==> config.mk <==
export PLATFORM = sky130hd
export DESIGN_NAME = gshare_pht
export DESIGN_NICKNAME = d
export VERILOG_FILES = /design/src/rtl/bp_types.sv /design/src/rtl/rv32i_types.sv /design/src/rtl/sat_ctr_table.sv /design/src/rtl/gshare_pht.sv
export SDC_FILE = /design/constraint.sdc
export NUM_CORES = 1
export LEC_CHECK = 0
export ABC_AREA = 0
export CORE_MARGIN = 5
export CORE_UTILIZATION = 42
export DETAILED_ROUTE_END_ITERATION = 10
export PLACE_DENSITY = 0.76
export SLEW_MARGIN = 20
export SYNTH_ARGS = -nofsm -noshare
export SYNTH_HDL_FRONTEND = slang
export SYNTH_SLANG_ARGS = --single-unit
==> constraint.sdc <==
create_clock -name clk -period 2.9 [get_ports clk]
set_input_delay 0.87 -clock clk [delete_from_list [all_inputs] [get_ports clk]]
set_output_delay 0.87 -clock clk [all_outputs]
set_load 0.05 [all_outputs]
==> src/rtl/bp_types.sv <==
// Branch-predictor helpers: counter reset value and saturating arithmetic for widths 1..4.
package bp_types;

    localparam int unsigned MaxCtrW = 4;

    typedef logic [MaxCtrW-1:0] ctr_t;

    function automatic ctr_t ctr_max(input int unsigned w);
        return ctr_t'((32'd1 << w) - 32'd1);
    endfunction

    // Weakly not-taken: 2**(w-1)-1, which is 0 for a 1-bit counter.
    function automatic ctr_t ctr_reset_val(input int unsigned w);
        return ctr_t'((32'd1 << (w - 1)) - 32'd1);
    endfunction

    function automatic ctr_t sat_inc(input ctr_t v, input int unsigned w);
        return (v == ctr_max(w)) ? v : v + ctr_t'(1);
    endfunction

    function automatic ctr_t sat_dec(input ctr_t v);
        return (v == '0) ? v : v - ctr_t'(1);
    endfunction

endpackage

==> src/rtl/rv32i_types.sv <==
// Shared RV32I encoding constants used by the fetch-stage predictors.
package rv32i_types;

    localparam logic [6:0] op_br = 7'b1100011;

endpackage

==> src/rtl/sat_ctr_table.sv <==
// Array of saturating counters with one combinational read port and one
// increment/decrement write port; reads return the pre-write value.
module sat_ctr_table
    import bp_types::*;
#(
    parameter int unsigned IDX_W = 4,
    parameter int unsigned CTR_W = 2
) (
    input  logic             clk,
    input  logic             rst,
    input  logic [IDX_W-1:0] rd_idx,
    output logic [CTR_W-1:0] rd_ctr,
    input  logic             wr_en,
    input  logic [IDX_W-1:0] wr_idx,
    input  logic             wr_inc
);

    localparam int unsigned Depth = 1 << IDX_W;
    localparam logic [CTR_W-1:0] RstVal = CTR_W'(ctr_reset_val(CTR_W));

    logic [CTR_W-1:0] ctr_q [Depth];
    logic [CTR_W-1:0] wr_val;
    ctr_t             wr_cur;
    ctr_t             wr_nxt;

    always_comb begin
        wr_cur = ctr_t'(ctr_q[wr_idx]);
        wr_nxt = wr_inc ? sat_inc(wr_cur, CTR_W) : sat_dec(wr_cur);
        wr_val = wr_nxt[CTR_W-1:0];
    end

    always_ff @(posedge clk or negedge rst) begin
        if (!rst) begin
            for (int i = 0; i < Depth; i++) begin
                ctr_q[i] <= RstVal;
            end
        end else if (wr_en) begin
            ctr_q[wr_idx] <= wr_val;
        end
    end

    assign rd_ctr = ctr_q[rd_idx];

endmodule

==> src/rtl/gshare_pht.sv <==
// Gshare direction predictor: speculative GHR XOR PC indexes a saturating counter table.
// Define BP_STATS_EN to add the br_count / mis_count statistics outputs.
module gshare_pht
    import rv32i_types::*;
#(
    parameter int unsigned PHT_IDX = 4,
    parameter int unsigned CTR_W   = 2,
    parameter int unsigned GHR_W   = 4
) (
    input  logic               clk,
    input  logic               rst,
    input  logic               pred_valid,
    input  logic [31:0]        pred_pc,
    input  logic [6:0]         pred_opcode,
    output logic               pred_taken,
    output logic [PHT_IDX-1:0] pred_idx,
    output logic [GHR_W-1:0]   pred_ghr,
    input  logic               upd_valid,
    input  logic [PHT_IDX-1:0] upd_idx,
    input  logic [GHR_W-1:0]   upd_ghr,
    input  logic               upd_br_en,
    input  logic               upd_pred_taken,
`ifdef BP_STATS_EN
    output logic [31:0]        br_count,
    output logic [31:0]        mis_count,
`endif
    output logic               mis_predict
);

    logic               is_br;
    logic               mis;
    logic [CTR_W-1:0]   rd_ctr;
    logic [GHR_W-1:0]   ghr_q;
    logic [GHR_W-1:0]   ghr_d;
    logic [GHR_W-1:0]   spec_ghr;
    logic [GHR_W-1:0]   fix_ghr;
    logic               mis_predict_q;
    logic               unused_pc;

    assign unused_pc = ^{pred_pc[31:PHT_IDX+2], pred_pc[1:0]};

    assign is_br      = pred_valid && (pred_opcode == op_br);
    assign pred_idx   = pred_pc[PHT_IDX+1:2] ^ PHT_IDX'(ghr_q);
    assign pred_taken = is_br & rd_ctr[CTR_W-1];
    assign pred_ghr   = ghr_q;
    assign mis        = upd_valid && (upd_br_en != upd_pred_taken);

    sat_ctr_table #(
        .IDX_W (PHT_IDX),
        .CTR_W (CTR_W)
    ) u_table (
        .clk    (clk),
        .rst    (rst),
        .rd_idx (pred_idx),
        .rd_ctr (rd_ctr),
        .wr_en  (upd_valid),
        .wr_idx (upd_idx),
        .wr_inc (upd_br_en)
    );

    if (GHR_W == 1) begin : g_ghr_one
        assign spec_ghr = pred_taken;
        assign fix_ghr  = upd_br_en;
    end else begin : g_ghr_shift
        assign spec_ghr = {ghr_q[GHR_W-2:0], pred_taken};
        assign fix_ghr  = {upd_ghr[GHR_W-2:0], upd_br_en};
    end

    // A mispredict squashes the fetched instruction, so its speculative shift is dropped.
    always_comb begin
        ghr_d = ghr_q;
        if (mis) begin
            ghr_d = fix_ghr;
        end else if (is_br) begin
            ghr_d = spec_ghr;
        end
    end

    always_ff @(posedge clk or negedge rst) begin
        if (!rst) begin
            ghr_q         <= '0;
            mis_predict_q <= 1'b0;
        end else begin
            ghr_q         <= ghr_d;
            mis_predict_q <= mis;
        end
    end

    assign mis_predict = mis_predict_q;

`ifdef BP_STATS_EN
    logic [31:0] br_count_q;
    logic [31:0] mis_count_q;

    always_ff @(posedge clk or negedge rst) begin
        if (!rst) begin
            br_count_q  <= '0;
            mis_count_q <= '0;
        end else begin
            if (upd_valid) br_count_q  <= br_count_q + 32'd1;
            if (mis)       mis_count_q <= mis_count_q + 32'd1;
        end
    end

    assign br_count  = br_count_q;
    assign mis_count = mis_count_q;
`endif

endmodule

==> Implementation_results.wiki <==
{| class="wikitable"
! Metric !! Value
|-
| Initial Utilization || a little over two fifths
|-
| Top-level port count || between 60 and 70
|-
| Wire length of the first global-routing pass || roughly 8000 um
|-
| Result of the run || complete, but fails checks
|-
| Core box area || between 4000 and 5000 um^2
|-
| CTS tree || yes
|-
| Yosys warning count || 0
|-
| Area of combinational cells with multiple inputs || ~1100 um^2
|-
| Placement Cell Area || 2630 um^2
|-
| Post-route DRC violation count || 0
|-
| CTS root buffer || sky130_fd_sc_hd__clkbuf_8
|-
| Endpoint kind of the worst setup timing path || output pin
|-
| Final design area excluding fillers || around 2800 um^2
|-
| Count of cell types in the netlist || 30
|-
| Y dimension of the die || about 80 um
|-
| Layout area overhead || 38.8%
|-
| Sum of net half-perimeters after detailed placement || between 3000 and 4000 um
|-
| Part of the Yosys area used for sequential elements || a little under half
|-
| Highest-count cells in the layout ignoring fill and taps || sky130_fd_sc_hd__mux2_2 (31), sky130_fd_sc_hd__clkdlybuf4s50_1 (25), sky130_fd_sc_hd__dfrtp_1 (21)
|-
| DR vias || between 1k and 1.5k
|-
| Initial antenna violation count || 0
|-
| Gate count of the mapped netlist || 153
|-
| Fmax || 320 MHz
|-
| CTS Buffer Depth || 2
|-
| Lkg Pwr || approximately 1.2 nW
|-
| Number of buffers inserted during clock tree synthesis || 5
|-
| Mean instance size in the synthesized netlist || 13.2 um^2
|-
| Clock sinks || 37
|-
| Final setup slack of the worst path || -0.226 ns
|-
| Syn_nets || slightly above 200
|-
| Commonest non-fill, non-tap cell in the layout || sky130_fd_sc_hd__mux2_2
|-
| Critical path peak fanout || 5
|-
| Count of routing violations after the opening detailed-route iteration || 73
|-
| Total congestion overflow || 0
|-
| Via/cell ratio || around 5.7
|-
| Final cell count without fillers || 262
|-
| Critical Setup Path Class || in2out
|-
| Endpoint required time on the critical path || 2.03 ns
|-
| Shortest period the worst path allows || around 3.1 ns
|-
| Final period util || 108%
|-
| Maximum level of the CTS H-tree || 2
|-
| Combined flip-flop and latch cell area || 946 um^2
|-
| Final layout net count || 260
|-
| Violations in the final reports || negative setup slack
|-
| Worst clock skew || about 0.0054 ns
|-
| Number of max-slew violations in the final report || 0
|-
| Crit path launch type || input port
|-
| Count of input and output buffers || 33
|-
| Maximum number of pins on one net before global-route repair || 38
|-
| Insertion delay of the later-clocked pin in the worst-skew pair || around 0.29 ns
|-
| # Max-Cap Violations || 0
|-
| Detailed-routing iteration count for the pre-antenna-repair pass || 4
|-
| Fraction of final layout cells with drive strength greater than 1 || around half
|-
| Global-route usage over all layers || between 15 and 20%
|-
| Area of the die || approximately 6300 um^2
|-
| Instance count after placement with tap cells included || between 200 and 300
|-
| Final weighted congestion in routability-driven placement || roughly 0.85
|-
| Antenna viol nets, final || 0
|-
| Mean routed wirelength per cell || 18.9 um
|-
| Number of flip-flops and latches in the synthesized netlist || 37
|-
| Setup repair after global routing missed its margin || yes
|-
| Routed Wire Length || 4950 um
|-
| Actual transition at the worst max-transition pin || ~0.50 ns
|-
| Clock-pin slew reported for the worst setup and hold paths after clock tree synthesis || approximately 0.070 ns
|-
| Synthesized cell area || around 2000 um^2
|-
| Post-route core utilization || between 50% and 60%
|-
| Worst max-slew margin expressed relative to the limit || 66.3%
|-
| Vias in the first global route || 1648
|-
| N_diodes || 0
|-
| Hold Violations, Final || 0
|-
| Final Setup Violations || 1
|-
| Power per unit of standard cell area || slightly above 700 nW/um^2
|-
| CP arrival || between 2 and 2.5 ns
|-
| Number of fillers in the final layout || about 370
|-
| Worst IR Drop VDD || approximately 0.00034 V
|-
| Rows || 25
|-
| Final-layout worst hold slack || 0.541 ns
|-
| Die width || 79.4 um
|-
| Hold Path Class || reg2reg
|}
area by class of cell:
| cell class | count | share of cell area [%] |
|---|---|---|
| multi-input combinational | 108 | 40.1 |
| sequential | 37 | 33.7 |
| timing repair buffer | 52 | 19.3 |
| clock buffer | 7 | 3.07 |
| tap | 54 | 2.41 |
| clock inverter | 1 | 1.07 |
| inverter | 3 | 0.401 |
logic make-up after synthesis:
group	count (synthesis)	synth area share [%]
buffers and inverters	9	2.84
xor gates and xnor gates	5	2.16
adders and majority gates	2	1.11
AOI/OAI and AO/OA	7	2.35
muxes	49	34.0
DFF	37	46.7
and+or+nand+nor	44	10.8
synth_stat cells (all sizes together):
master	count	area (um^2)
mux2i	5	50.1
buf	4	38.8
nand2b	2	12.5
o21ai	1	5.00
and4	1	8.76
a21oi	3	15.0
inv	3	11.3
or2	1	6.26
nor4	1	6.26
dfstp	16	420
xor2	5	43.8
maj3	2	22.5
nand3b	2	15.0
nor3b	1	7.51
clkbuf	2	7.51
a22oi	1	12.5
dfrtp	21	526
nand4	1	6.26
nor2b	3	18.8
nor2	12	45.0
o22ai	1	6.26
nand4b	1	8.76
nand3	4	20.0
o22a	1	8.76
or3	3	18.8
mux4	12	278
mux2	32	360
nand2	12	45.0
state kept, by name, summed over array words and instances (netlist names):
name,count
pred_ghr,4
mis_predict,1
u_table.ctr_q,32
through the flow:
| stage | setup slack [ns] | TNS [ns] | power [W] |
|---|---|---|---|
| after global routing | -0.265 | -0.265 | 0.00212 |
| after global placement | -0.777 | -8.83 | 0.00150 |
| after CTS | -0.267 | -0.274 | 0.00202 |
| final | -0.226 | -0.226 | 0.00202 |
| after floorplan | -0.249 | -0.249 | 0.00128 |
| after detailed placement | -0.785 | -10.13 | 0.00155 |
where the power goes:
| group | switching (W) | total [W] | leakage [nW] | internal [W] |
|---|---|---|---|---|
| clock network | 0.000173 | 0.000453 | 0.0585 | 0.000280 |
| logic | 0.000338 | 0.000733 | 0.665 | 0.000395 |
| registers | 0.000108 | 0.000836 | 0.440 | 0.000729 |
| total | 0.000618 | 0.00202 | 1.16 | 0.00140 |
metal layers:
layer  vias to the layer above  GRT usage [%]  routed length [um]
met5                         -              0                   0
met4                         0           6.53                  64
met3                         7           4.40                 376
met2                        62           28.3                2520
met1                       762           20.3                1980
li1                        667              -                   -
worst max-delay path, stage by stage:
cell,delay [ns]
sky130_fd_sc_hd__buf_8,0.10
sky130_fd_sc_hd__xor2_4,0.14
sky130_fd_sc_hd__buf_12,0.14
sky130_fd_sc_hd__mux4_2,0.55
sky130_fd_sc_hd__mux2i_4,0.19
sky130_fd_sc_hd__o22ai_4,0.10
sky130_fd_sc_hd__buf_6,0.16
path summary, 6_finish.rpt:
check                           slack [ns]                end         startpoint  cells after the start
worst max register to register        0.72        pred_ghr[0]        pred_ghr[0]                      8
worst max-delay path                 -0.23         pred_taken         pred_pc[2]                      7
min in group asynchronous             1.00   u_table.ctr_q[7]                rst                      2
worst min register to register        0.54  u_table.ctr_q[29]  u_table.ctr_q[29]                      1
max in group asynchronous             1.56  u_table.ctr_q[26]                rst                      2
worst min-delay path                  0.54  u_table.ctr_q[29]  u_table.ctr_q[29]                      1
repair_timing:
action	4_1_cts	5_1_grt
gates resized for setup	12	6
cloned	1	0
setup buffers	2	1
pin swaps	5	2
hold buffers	0	0
setup endpoints to repair	16	33
(Power assumes the default switching activity.)
